### src/rtl/pipe_cla_addsub.sv
// Pipelined carry-lookahead add/sub: each stage resolves WIDTH/STAGES bits via group G/P; latency STAGES cycles.
// Back-pressure: a valid result not taken by OUT_READY freezes every stage and drops IN_READY.
module pipe_cla_addsub #(
    parameter int WIDTH  = 32,
    parameter int GROUP  = 4,
    parameter int STAGES = 2
) (
    input  logic             CLK,
    input  logic             RST,
    input  logic             IN_VALID,
    output logic             IN_READY,
    input  logic [WIDTH-1:0] ADDER1,
    input  logic [WIDTH-1:0] ADDER2,
    input  logic             CARRY_I,
    input  logic             SUB,
    output logic             OUT_VALID,
    input  logic             OUT_READY,
    output logic [WIDTH-1:0] SUM,
    output logic             CARRY_O,
    output logic             OVERFLOW,
    output logic             ZERO
);
    localparam int NG  = WIDTH / GROUP;
    localparam int NPS = NG / STAGES;
    localparam int SW  = NPS * GROUP;

    logic [STAGES-1:0]            vld_q;
    logic [STAGES-1:0]            cy_q;
    logic [STAGES-1:0][WIDTH-1:0] a_q;
    logic [STAGES-1:0][WIDTH-1:0] b_q;
    logic [STAGES-1:0][WIDTH-1:0] sum_q;
    logic [STAGES-1:0]            cy_nx;
    logic [STAGES-1:0]            cm_nx;
    logic [STAGES-1:0][WIDTH-1:0] sum_nx;
    logic                         ovf_q;
    logic                         zero_q;
    logic                         advance;
    logic [WIDTH-1:0]             b_in;
    logic                         c_in;
    logic                         unused_ok;

    assign b_in      = ADDER2 ^ {WIDTH{SUB}};
    assign c_in      = SUB | CARRY_I;
    assign OUT_VALID = vld_q[STAGES-1];
    assign advance   = ~(OUT_VALID & ~OUT_READY);
    assign IN_READY  = advance;

    generate
        for (genvar s = 0; s < STAGES; s++) begin : g_stage
            localparam int LO = s * SW;
            logic [SW-1:0]    sa;
            logic [SW-1:0]    sb;
            logic [WIDTH-1:0] ps;
            logic             ci;
            logic [NPS-1:0]   grp_g;
            logic [NPS-1:0]   grp_p;
            logic [NPS:0]     gc;
            logic [SW-1:0]    ss;
            logic             cm;
            logic             term;
            logic             acc;
            logic             bc;
            logic             pb;
            logic [WIDTH-1:0] full;

            if (s == 0) begin : g_first
                assign sa = ADDER1[LO +: SW];
                assign sb = b_in[LO +: SW];
                assign ps = '0;
                assign ci = c_in;
            end else begin : g_next
                assign sa = a_q[s-1][LO +: SW];
                assign sb = b_q[s-1][LO +: SW];
                assign ps = sum_q[s-1];
                assign ci = cy_q[s-1];
            end

            always_comb begin
                grp_g = '0;
                grp_p = '0;
                gc    = '0;
                ss    = '0;
                cm    = 1'b0;
                term  = 1'b0;
                acc   = 1'b0;
                bc    = 1'b0;
                pb    = 1'b0;
                for (int k = 0; k < NPS; k++) begin
                    term = 1'b0;
                    acc  = 1'b1;
                    for (int j = 0; j < GROUP; j++) begin
                        pb   = sa[k*GROUP+j] ^ sb[k*GROUP+j];
                        term = (sa[k*GROUP+j] & sb[k*GROUP+j]) | (pb & term);
                        acc  = acc & pb;
                    end
                    grp_g[k] = term;
                    grp_p[k] = acc;
                end
                // Each group carry is a flat sum-of-products over the block G/P terms.
                gc[0] = ci;
                for (int k = 0; k < NPS; k++) begin
                    acc = ci;
                    for (int j = 0; j <= k; j++) acc = acc & grp_p[j];
                    for (int j = 0; j <= k; j++) begin
                        term = grp_g[j];
                        for (int m = j + 1; m <= k; m++) term = term & grp_p[m];
                        acc = acc | term;
                    end
                    gc[k+1] = acc;
                end
                for (int k = 0; k < NPS; k++) begin
                    bc = gc[k];
                    for (int j = 0; j < GROUP; j++) begin
                        pb = sa[k*GROUP+j] ^ sb[k*GROUP+j];
                        ss[k*GROUP+j] = pb ^ bc;
                        if ((k == NPS - 1) && (j == GROUP - 1)) cm = bc;
                        bc = (sa[k*GROUP+j] & sb[k*GROUP+j]) | (pb & bc);
                    end
                end
                full = ps;
                full[LO +: SW] = ss;
            end

            assign sum_nx[s] = full;
            assign cy_nx[s]  = gc[NPS];
            assign cm_nx[s]  = cm;
        end
    endgenerate

    always_ff @(posedge CLK) begin
        if (RST) begin
            vld_q  <= '0;
            cy_q   <= '0;
            a_q    <= '0;
            b_q    <= '0;
            sum_q  <= '0;
            ovf_q  <= 1'b0;
            zero_q <= 1'b0;
        end else if (advance) begin
            vld_q[0] <= IN_VALID;
            a_q[0]   <= ADDER1;
            b_q[0]   <= b_in;
            sum_q[0] <= sum_nx[0];
            cy_q[0]  <= cy_nx[0];
            for (int s = 1; s < STAGES; s++) begin
                vld_q[s] <= vld_q[s-1];
                a_q[s]   <= a_q[s-1];
                b_q[s]   <= b_q[s-1];
                sum_q[s] <= sum_nx[s];
                cy_q[s]  <= cy_nx[s];
            end
            ovf_q  <= cm_nx[STAGES-1] ^ cy_nx[STAGES-1];
            zero_q <= ~|sum_nx[STAGES-1];
        end
    end

    // Lower operand bits are consumed by earlier stages; the last copy feeds nothing.
    assign unused_ok = ^{a_q, b_q, cm_nx};

    assign SUM      = sum_q[STAGES-1];
    assign CARRY_O  = cy_q[STAGES-1];
    assign OVERFLOW = ovf_q;
    assign ZERO     = zero_q;
endmodule

### config.mk
export PLATFORM = sky130hd
export DESIGN_NAME = pipe_cla_addsub
export DESIGN_NICKNAME = d
export VERILOG_FILES = /design/src/rtl/pipe_cla_addsub.sv
export SDC_FILE = /design/constraint.sdc
export NUM_CORES = 1
export LEC_CHECK = 0
export ABC_CLOCK_PERIOD_IN_PS = 4600
export CAP_MARGIN = 20
export CORE_MARGIN = 5
export CORE_UTILIZATION = 45
export DETAILED_ROUTE_END_ITERATION = 10
export GPL_ROUTABILITY_DRIVEN = 0
export PLACE_DENSITY = 0.73
export SLEW_MARGIN = 20
export SYNTH_ARGS = -nofsm -noshare
export SYNTH_HDL_FRONTEND = slang
export SYNTH_SLANG_ARGS = --single-unit
### constraint.sdc
create_clock -name CLK -period 4.6 [get_ports CLK]
set_clock_uncertainty 0.1 [all_clocks]
set_input_delay 0.69 -clock CLK [delete_from_list [all_inputs] [get_ports CLK]]
set_output_delay 0.69 -clock CLK [all_outputs]
set_load 0.01 [all_outputs]
==> reports/results.tsv <==
stage	metric	value	unit
status	status	complete, no violations	
worst_setup_path	arrival	4.00	ns
clocking	clk_latency	0.35	ns
route	ant_nets	0	
die	core	10200	µm²
global_routing	met2_usage	0.311	
worst_setup_path	startpoint_type	input port	
finish	final_common_cell	nand2_1	
place	placed_area	5790	µm²
die	core.rowCount	37	
yosys	ys.flop_type	dfxtp_1	
clocking	ctsHoldBuffers	0	
clocking	cts_root_buffer	clkbuf_8	
hold_path	min_path_cells	2	
die	die_w	112	µm
worst_setup_path	critical_path.cell_chain	clkdlybuf4s50_1, xor2_1, ha_1, o21a_1, o21a_1, o21a_1, o21a_1, a21oi_4, o21a_1, fa_1, fa_1, fa_1, xnor2_1, nand2_1, a21oi_1	
clocking	clk_pin_slew	0.08	ns
sta	hold_viol	0	
finish	fin_area	6040	µm²
global_routing	grt_pass1_vias	4020	
finish	synthToLayoutAreaGrowth	29.8	%
global_routing	grt_max_degree	57	
sta	max-slew-margin-rel	0.550	
worst_setup_path	max_stage_delay	0.44	ns
global_routing	global_route.usage.met3	0.0326	
worst_setup_path	r2r_cells	13	
finish	drive_gt1_frac	0.0410	
yosys	ys_types	31	
clocking	cts_setup_buffers	0	
route	avgViaCountPerCell	5.01	
global_routing	grt_antenna_before_repair	0	
place	place_ws	0.437	ns
sta	slew_viol_final	0	
yosys	yosysSeqAreaShare	0.370	
yosys	syn-num-nets	664	
sta	fmax	261	MHz
route	firstDrtPassIters	4	
die	start_util	0.457	
global_routing	overflow	0	
finish	final_cell_mix	105 x nand2_1, 104 x clkdlybuf4s50_1, 86 x dfxtp_1	
clocking	clockBufferDepth	2	
clocking	cts_tree	done	
die	die_area	12500	µm²
power_and_ir_drop	ir_drop	0.178	mV
global_routing	grt_pass1_wl	18.4	mm
global_routing	grt_util_met1	0.225	
sta	layout_setup_ws	0.768	ns
worst_setup_path	crit_required	4.77	ns
route	remaining_drc_errors	0	
sta	period_minus_slack	3.83	ns
route	routedWlPerCell	13.9	µm
worst_setup_path	path_class	input port to flop	
sta	fin_setup_tns	0	ns
route	via_count	3861	
job	drv_cap	0	
hold_path	hp-class	flop to flop	
worst_setup_path	endpoint_kind	flop	
worst_setup_path	path_common_cell	o21a_1	
yosys	netlist_area	4650	µm²
route	drtIter0Drc	106	
clocking	cts_made_buffers	9	
yosys	synthCells	538	
power_and_ir_drop	report.power.total	2.05	mW
power_and_ir_drop	p_per_area	339	nW/µm²
global_routing	grt_usage	0.178	
sta	tightest_slew	0.675	ns
yosys	ys_warn_count	0	
sta	period_share	0.833	
global_routing	busiest_layer	met2	
worst_setup_path	critPathSlowestCell	fa_1	
clocking	numClockSinks	86	
yosys	synth_edf_count	0	
die	ios	107	
yosys	async_flop_share	0	
place	io_buffers	106	
power_and_ir_drop	leakage	2.56	nW
yosys	avgSynthCellArea	8.65	µm²
finish	nNetsFinal	755	
sta	finalSetupViolCount	0	
finish	diodes	0	
worst_setup_path	critPathMaxFanout	3	
die	die_h	112	µm
sta	rsz0062_at_grt	no	
yosys	ys_seq_elements	86	
place	dpl.hpwl	8.28	mm
finish	fillers	924	
clocking	postCtsResizedCells	0	
clocking	h-tree-depth	3	
route	wirelength	10.7	mm
-- power by group --
| part | internal [mW] | switching [mW] |
|---|---|---|
| combinational | 0.269 | 0.243 |
| sequential | 0.831 | 0.0624 |
| clock | 0.377 | 0.265 |
-- metal layers --
| layer | wire (µm) | up-vias | part of all wire |
|---|---|---|---|
| li1 | - | 1979 | - |
| met1 | 4710 | 1768 | 0.44 |
| met2 | 5370 | 103 | 0.50 |
| met3 | 499 | 11 | 0.047 |
| met4 | 127 | 0 | 0.012 |
| met5 | 0 | - | 0 |
-- cells in the mapped netlist (6+ instances only) --
cell type	count	area, µm²
nand2_1	105	394
dfxtp_1	86	1720
a21oi_1	61	305
nor2_1	45	169
a211oi_1	35	263
ha_1	32	400
inv_1	30	113
fa_1	24	480
xnor2_1	23	201
xor2_1	17	149
clkbuf_1	16	60.1
buf_1	10	37.5
nand4_1	7	43.8
a21o_1	6	45.0
nor4_1	6	37.5
-- state kept, by name, indices dropped and copies added (netlist names) --
register,count
b_q,16
vld_q,2
SUM,32
cy_q,2
OVERFLOW,1
g_stage.ps,16
a_q,16
ZERO,1
-- kinds of logic after synthesis --
kind of cell	count (synthesis)	share of synthesized area
xor gates and xnor gates	40	0.0753
DFF	86	0.370
AOI/OAI and AO/OA	116	0.153
and+or+nand+nor	176	0.156
buffers and inverters	63	0.0538
muxes	1	0.00215
adders and majority gates	56	0.189
-- final cells by class --
| class | instances | area, µm² | share of cell area |
|---|---|---|---|
| Multi-Input combinational cell | 389 | 2690 | 0.445 |
| Sequential cell | 86 | 1720 | 0.285 |
| Timing Repair Buffer | 112 | 1100 | 0.181 |
| Tap cell | 136 | 170 | 0.0282 |
| Clock buffer | 11 | 141 | 0.0234 |
| Inverter | 31 | 118 | 0.0195 |
| Clock inverter | 5 | 106 | 0.0176 |
-- path summary, 6_finish.rpt --
check / from / end / slack, ns
worst max-delay path: ADDER2[0] / g_stage[1].ps[15] / 0.77
worst min register to register: SUM[17] / SUM[17] / 0.35
worst max register to register: a_q[18] / ZERO / 0.96
worst min-delay path: SUM[17] / SUM[17] / 0.35
-- critical path: cells and delay by family --
family	cells	cell delay, ns
adder cells (fa/ha/maj)	4	1.55
AO/OA/AOI/OAI	7	0.97
buffers and inverters	1	0.41
XOR/XNOR	2	0.30
AND/OR/NAND/NOR	1	0.07
-- through the flow --
step | hold slack (ns) | std cells | util
floorplan | 0.332 | 538 | -
global placement | 0.338 | 754 | 0.569
detailed placement | 0.344 | 754 | 0.569
CTS | 0.353 | 770 | 0.593
global route | 0.368 | 770 | 0.593
finish | 0.350 | 770 | 0.593
Power figures use the tool's default switching activity.
